--- config.mk ---
export PLATFORM = sky130hd
export DESIGN_NAME = cmp_share_arbiter
export DESIGN_NICKNAME = d
export VERILOG_FILES = /design/src/rtl/cmp_pkg.sv /design/src/rtl/rr_arbiter.sv /design/src/rtl/cmp_share_arbiter.sv
export SDC_FILE = /design/constraint.sdc
export NUM_CORES = 1
export LEC_CHECK = 0
export ABC_AREA = 1
export CAP_MARGIN = 20
export CORE_MARGIN = 2
export CORE_UTILIZATION = 37
export DETAILED_ROUTE_END_ITERATION = 16
export HOLD_SLACK_MARGIN = 0.1
export PLACE_DENSITY = 0.88
export SLEW_MARGIN = 10
export SYNTH_ARGS = -nofsm -noshare
export SYNTH_HDL_FRONTEND = slang
export SYNTH_SLANG_ARGS = --single-unit
export TNS_END_PERCENT = 5
--- constraint.sdc ---
create_clock -name clk -period 6.8 [get_ports clk]
set_input_delay 0.68 -clock clk [delete_from_list [all_inputs] [get_ports clk]]
set_output_delay 0.68 -clock clk [all_outputs]
set_load 0.05 [all_outputs]
--- src/rtl/cmp_pkg.sv ---
// cmp_pkg: compare-op encodings, operand width, arbiter output-stage states and the shared comparator.
package cmp_pkg;
  localparam int CMP_W = 32;
  localparam logic [2:0] CMP_EQ  = 3'b001;
  localparam logic [2:0] CMP_NE  = 3'b010;
  localparam logic [2:0] CMP_LT  = 3'b011;
  localparam logic [2:0] CMP_LTU = 3'b100;
  localparam logic [2:0] CMP_GE  = 3'b101;
  localparam logic [2:0] CMP_GEU = 3'b110;
  typedef enum logic {EMPTY, FULL} state_t;
  // Returns {err, taken}; unused encodings flag err and never report taken.
  function automatic logic [1:0] cmp_eval(input logic [2:0] op, input logic [CMP_W-1:0] a, input logic [CMP_W-1:0] b);
    logic eq, lt, ltu;
    eq  = a == b;
    lt  = $signed(a) < $signed(b);
    ltu = a < b;
    case (op)
      CMP_EQ:  return {1'b0, eq};
      CMP_NE:  return {1'b0, !eq};
      CMP_LT:  return {1'b0, lt};
      CMP_LTU: return {1'b0, ltu};
      CMP_GE:  return {1'b0, !lt};
      CMP_GEU: return {1'b0, !ltu};
      default: return 2'b10;
    endcase
  endfunction
endpackage

--- src/rtl/rr_arbiter.sv ---
// rr_arbiter: round-robin pick of the first request after last, one-hot grant gated by en.
module rr_arbiter #(
  parameter int N_REQ = 2,
  parameter int ID_W  = 1
) (
  input  logic [N_REQ-1:0] req,
  input  logic [ID_W-1:0]  last,
  input  logic             en,
  output logic [N_REQ-1:0] grant,
  output logic [ID_W-1:0]  idx,
  output logic             any
);
  logic found;
  always_comb begin
    idx   = '0;
    found = 1'b0;
    for (int i = 1; i <= N_REQ; i++) begin
      if (!found && req[(int'(last) + i) % N_REQ]) begin
        found = 1'b1;
        idx   = ID_W'((int'(last) + i) % N_REQ);
      end
    end
    any   = en && found;
    grant = any ? N_REQ'(1) << idx : '0;
  end
endmodule

--- src/rtl/cmp_share_arbiter.sv ---
// cmp_share_arbiter: one branch comparator shared round-robin by N_REQ requesters, 1-deep registered result.
// Define CMP_ARB_STATS_EN to add the saturating stat_taken_cnt output.
module cmp_share_arbiter #(
  parameter int N_REQ = 2,
  parameter int ID_W  = (N_REQ > 1) ? $clog2(N_REQ) : 1
) (
  input  logic               clk,
  input  logic               rst_n,
  input  logic [N_REQ-1:0]   req_valid,
  output logic [N_REQ-1:0]   req_ready,
  input  logic [N_REQ*32-1:0] req_a,
  input  logic [N_REQ*32-1:0] req_b,
  input  logic [N_REQ*3-1:0] req_ctrl,
  output logic               rsp_valid,
  input  logic               rsp_ready,
  output logic [ID_W-1:0]    rsp_id,
  output logic               rsp_taken,
  output logic               rsp_err
`ifdef CMP_ARB_STATS_EN
  ,
  output logic [31:0]        stat_taken_cnt
`endif
);
  import cmp_pkg::*;
  state_t state, state_nx;
  logic [ID_W-1:0] last_grant, gidx;
  logic can_accept, xfer;
  logic [CMP_W-1:0] sel_a, sel_b;
  logic [2:0] sel_ctrl;
  logic [1:0] res;
  assign can_accept = state == EMPTY || rsp_ready;
  // Gating with rst_n keeps req_ready low while reset is held.
  rr_arbiter #(.N_REQ(N_REQ), .ID_W(ID_W)) u_arb (
    .req   (req_valid),
    .last  (last_grant),
    .en    (can_accept && rst_n),
    .grant (req_ready),
    .idx   (gidx),
    .any   (xfer)
  );
  always_comb begin
    sel_a    = '0;
    sel_b    = '0;
    sel_ctrl = '0;
    for (int i = 0; i < N_REQ; i++) begin
      if (ID_W'(i) == gidx) begin
        sel_a    = req_a[CMP_W*i +: CMP_W];
        sel_b    = req_b[CMP_W*i +: CMP_W];
        sel_ctrl = req_ctrl[3*i +: 3];
      end
    end
  end
  assign res = cmp_eval(sel_ctrl, sel_a, sel_b);
  always_comb state_nx = xfer ? FULL : (rsp_ready ? EMPTY : state);
  always_ff @(posedge clk or negedge rst_n) begin
    if (!rst_n) state <= EMPTY;
    else state <= state_nx;
  end
  always_ff @(posedge clk or negedge rst_n) begin
    if (!rst_n) begin
      last_grant <= ID_W'(N_REQ - 1);
      rsp_id     <= '0;
      rsp_taken  <= 1'b0;
      rsp_err    <= 1'b0;
    end else if (xfer) begin
      last_grant <= gidx;
      rsp_id     <= gidx;
      {rsp_err, rsp_taken} <= res;
    end
  end
  assign rsp_valid = state == FULL;
`ifdef CMP_ARB_STATS_EN
  always_ff @(posedge clk or negedge rst_n) begin
    if (!rst_n) stat_taken_cnt <= '0;
    else if (rsp_valid && rsp_ready && rsp_taken && stat_taken_cnt != '1) stat_taken_cnt <= stat_taken_cnt + 32'd1;
  end
`endif
endmodule

---- Word-level counts from Yosys, hierarchy flattened ----
Index checks and enable logic that the tools add are counted.
word-level totals
  memory bits (read-only) ................. 0
  memories ................................ 0
  output and inout bits ................... 6
  flip-flop bits (word level) ............. 5
  RAM bits ................................ 0
  input port bits ......................... 139
  latch bits .............................. 0
cells by class
  mux-type cells .......................... 17
  equality and inequality tests ........... 7
  bitwise operators ....................... 3
  multiply operators ...................... 0
  order comparisons ....................... 4
  reductions and logical operators ........ 9
  shifts and indexed selects .............. 1
  divide/modulo/power cells ............... 0
  add/subtract/negate cells ............... 2
operators with widths
  kind                 count
  $lt 32x32->1         2
  $mux 32              2
  $eq 32x32->1         1
  $mux 1               12
  $pmux 2 s6           1
  $eq 3x3->1 const B   3
  $eq 3x2->1 const B   2
  $lt 2x3->1 const B   2
  $logic_not 1->1      4
  $eq 3x1->1 const B   1
  $logic_and 1x1->1    3
  $mux 3               1
  $add 1x1->1 const B  2
  $and 1x1->1 const A  2
  $mux 2               1
  $reduce_bool 2->1    1
  $shl 1x1->2 const A  1
  $logic_or 1x1->1     1
  $not 1->1            1

---- Longest topological paths before layout ----
  depth in word-level cells ............... 13
  mapped depth ............................ 23
  depth with buffers taken out ............ 22

---- By module ----
A second synthesis with hierarchy kept.
second synthesis, totals
  cell total of the unflattened synthesis .. 250
  area, all modules ....................... 1886.8 µm²
modules (own cells, without submodules)
  module             area an instance (µm²)  instances  sequential area each (µm²)  cells each
  cmp_share_arbiter  1850.5                  1          126.4                       242
  rr_arbiter         36.3                    1          0.0                         8

---- Worst setup path after synthesis ----
No wires, ideal clock.
  kind .................................... input port to flip-flop
  from .................................... input req_valid[0]
  to ...................................... register rsp_taken
  stages .................................. 17
  arrival ................................. 2633 ps
  path buffers ............................ 2
  slack ................................... 4050 ps
  library setup time ...................... 118 ps
  required time ........................... 6682 ps
  path through ............................ nand2_1 -> nand2_4 -> buf_2 -> buf_2 -> mux2i_1 -> ha_1 -> nand2_1 -> nor2_1 -> nand2_1 -> nor2_2 -> nand2_1 -> nand2_1 -> nand2_1 -> nand3_1 -> nand3_1 -> nand2_1 -> nand2_1
on the way
  cells in the longest elaborated chain, start to end .. 11
  elaborated cells on any way between the ends .. 29
ends and longest elaborated chain
  item                                        RTL line                                     text
  from (decl)                                 cmp_share_arbiter.sv:9                       input logic [N_REQ-1:0] req_valid,
  $mux 1 (implied by the code) (3 in a row)   rr_arbiter.sv:18                             if (!found && req[(int'(last) + i) % N_REQ]) begin
  $mux 1                                      rr_arbiter.sv:18
  $logic_not 1->1                             rr_arbiter.sv:18
  $logic_and 1x1->1                           rr_arbiter.sv:18
  $mux 1                                      rr_arbiter.sv:18
  $mux 32                                     cmp_share_arbiter.sv:46                      if (ID_W'(i) == gidx) begin
  $lt 32x32->1, or another cell as far along  cmp_pkg.sv:16                                ltu = a < b;
  $logic_not 1->1, on equally long branches   cmp_pkg.sv:23, cmp_pkg.sv:19, cmp_pkg.sv:22
  $pmux 2 s6                                  cmp_pkg.sv:17                                case (op)
  to (signal assigned)                        cmp_share_arbiter.sv:68                      {rsp_err, rsp_taken} <= res;
  to (decl)                                   cmp_share_arbiter.sv:17                      output logic rsp_taken,
Several ways; a longest one is shown, not always the timed one. The select of a mux whose other input is x is not followed.
A chain may end at the register's enable or synchronous reset.

---- Worst setup path in the final report ----
  from .................................... input req_valid[0]
  to ...................................... output req_ready[1]
on the way
  cells in the longest elaborated chain, start to end .. 9
  elaborated cells on any way between the ends .. 15
ends and longest elaborated chain
  item                                                     RTL line                            text
  $mux 1 (implied by the code) (3 in a row)                rr_arbiter.sv:18
  $mux 1                                                   rr_arbiter.sv:18
  $logic_not 1->1                                          rr_arbiter.sv:18
  $logic_and 1x1->1                                        rr_arbiter.sv:18
  $mux 1                                                   rr_arbiter.sv:18
  $shl 1x1->2 / $logic_and 1x1->1 (equally long branches)  rr_arbiter.sv:24, rr_arbiter.sv:23
  $mux 2 (*)                                               rr_arbiter.sv:24                    grant = any ? N_REQ'(1) << idx : '0;
  to (decl)                                                cmp_share_arbiter.sv:10             output logic [N_REQ-1:0] req_ready,
Every way passes the cells marked *; elsewhere a longest branch is shown, timed or not. The select of a mux whose other input is x is not followed.

==> out/qor.yml <==
setup_path:
  crit_arrival_ns: 2.85
  r2r-end: "rsp_taken"
  ff2ff_path_depth: 16
  worstSetupStartpointType: "input port"
  cp-startpoint: "req_valid[0]"
  slowest_stage: "clkdlybuf4s50_1"
  cp_cell_sequence: "clkdlybuf4s50_1, nand2_1, nand2_4, buf_4, nor2_1, clkdlybuf4s50_1"
  critPathMaxStageDelay_ns: 0.74
  required_ns: 6.12
  crit_path_end_kind: "output pin"
  rr_startpoint: "last_grant"
  cp-endpoint: "req_ready[1]"
  crit_type: "in -> out"
  cp_max_fo: 69
  r2r_slack_ns: 3.71
  cpMostUsedCell: "clkdlybuf4s50_1"
global_routing:
  met3_usage_pct: 4.418
  met1_usage_pct: 22.60
  met2_usage_pct: 41.79
  grt_pass1_vias: 2316
  top_usage_layer: "met2"
  grt_max_degree: 70
  grt_pass1_wl_um: 9370
  grt_use_total_pct: 21.13
  antenna_found_initial: 0
  grt_overflow_total: 0
floorplanning:
  die_x_um: 74.67
  die_area_sq_um: 5576
  die_y_um: 74.67
  num_io_pins: 145
  start_util_pct: 38.87
  coreArea_sq_um: 4755
  rows: 25
sta:
  fin_crit_sh_pct: 51.89
  tightest_slew_ns: 0.8657
  fin_setup_tns_ns: 0
  fin_skew_ns: 0.003609
  final_hold_viol_count: 0
  setup_violations: 0
  max_freq_ghz: 0.2834
  slew_viol_final: 0
  rsz0062_at_grt: "false"
  finalWorstPathRequiredPeriod_ns: 3.528
  slew_headroom_pct: 42.29
synth:
  synth_top_area_share_pct: 30.67
  synth_area_leaders: "nand2_1 (31%), ha_1 (22%), mux2i_1 (17%)"
  yosysTopAreaCell: "nand2_1"
  ys_warn_count: 0
  ys_seq_elements: 5
  syn_inst: 306
  yosysSeqAreaShare_pct: 6.838
  synth_flop_cell: "dfrtp_1"
  synth_area_sq_um: 1848
  synthArstFlopShare_pct: 100.0
  synth_edf_count: 0
  synth_area_per_cell_sq_um: 6.039
  synth_nets: 477
  ys_types: 27
clock_network:
  cts_hold_buf: 0
  cts_tree: "yes"
  path_clk_slew_ns: 0.04
  tritoncts.num_buffers: 3
  cts_resized: 0
  clock-root-buffer: "clkbuf_8"
  numClockSinks: 5
  post_cts.repair.setup_buffers: 0
  htree_levels: 1
  clock_latency_ns: 0.23
  clockBufferDepth: 2
layout:
  multi_input_area_sq_um: 1619
  final_common_cell: "nand2_1"
  n_antenna_cell: 0
  fin_cells: 512
  final_cell_mix: "nand2_1 (151), clkdlybuf4s50_1 (144), mux2i_1 (32), ha_1 (32), nor2_1 (16)"
  fin_nets: 617
  syn_to_final_growth_pct: 83.07
  fill_cells: 417
  drive_gt1_share_pct: 3.371
  seq_area_sq_um: 126.4
drt:
  vias: 2402
  remaining_drc_errors: 0
  detail_route.wl_per_cell_um: 11.72
  wl_um: 6001
  ant_nets: 0
  avgViaCountPerCell: 4.691
  drtIter0Drc: 49
  dr.pass1.iters: 4
power:
  p_per_area_nw_per_um2: 111.2
  p_leak_uw: 0.001719
  ir_drop_mv: 0.1279
hold_path:
  worstHoldPathCells: 2
  worstHoldPathType: "reg -> reg"
job:
  drv_cap: 0
placement:
  place_inst: 508
  hpwl_um: 5125
  io_buffer_count: 144
  place_congestion: 0.7975
run_status:
  status: "finished clean"
sequential cells by signal, indices dropped and copies added (netlist names):
signal	cells
rsp_id	1
last_grant	1
rsp_taken	1
rsp_err	1
rsp_valid	1
power by group:
group	internal, uW	leakage (uW)	switching [uW]
combinational	147	0.00164	133
clock	40.4	0.0000228	16.2
sequential	36.3	0.0000588	3.15
total	224	0.00172	152
stage by stage:
step                      area [sq um]  hold WS, ns  utilization (%)  total power, uW  setup WS (ns)
after floorplan                   1848       0.3844                -            200.0          4.050
after global placement            3338       0.4620            70.21            315.0          3.189
after detailed placement          3338       0.4703            70.21            322.2          3.062
after CTS                         3383       0.4741            71.16            381.6          3.215
after global routing              3383       0.4938            71.16            415.4          2.966
final                             3383       0.4757            71.16            376.2          3.272
worst max-delay path: cells and delay by family:
family | cells | cell delay [ns]
buffers and inverters | 3 | 1.86
and+or+nand+nor | 3 | 0.30
cell type report:
class / instances / share of cell area [%]
tap: 67 / 2.478
inverter: 16 / 1.775
clock buffer: 4 / 1.331
sequential: 5 / 3.735
timing repair buffer: 145 / 42.83
multi-input combinational: 275 / 47.86
worst min-delay path by stage:
| stage | slack (ns) | endpoint | from |
|---|---|---|---|
| 5_1_grt | 0.49 | last_grant | last_grant |
| 4_1_cts | 0.47 | last_grant | last_grant |
| 3_5_place_dp | 0.47 | last_grant | last_grant |
| 6_report | 0.48 | last_grant | last_grant |
| 2_1_floorplan | 0.38 | rsp_err | rst_n |
| 3_3_place_gp | 0.46 | last_grant | last_grant |
cell families after synthesis:
group / count (synthesis) / synth area share (%)
AO/OA/AOI/OAI: 27 / 8.937
adder cells (fa/ha/maj): 32 / 21.67
buffers and inverters: 26 / 5.552
flip-flops: 5 / 6.839
multiplexers: 32 / 17.33
AND/OR/NAND/NOR: 184 / 39.67
routing by layer:
| metal | wire length, um | share of wire [%] | vias up |
|---|---|---|---|
| li1 | - | - | 1283 |
| met1 | 2393 | 40 | 1011 |
| met2 | 3023 | 50 | 96 |
| met3 | 482 | 8.0 | 12 |
| met4 | 102 | 1.7 | 0 |
| met5 | 0 | 0 | - |
cell usage after synthesis, types with 2 or more instances:
cell      count
nand2_1     151
ha_1         32
mux2i_1      32
nor2_1       16
a21oi_1      14
inv_1        13
nand3_1       9
clkbuf_1      6
o21ai_0       5
buf_2         4
dfrtp_1       4
inv_2         3
nand4_1       2
o21a_1        2
Power figures use the tool's default switching activity.
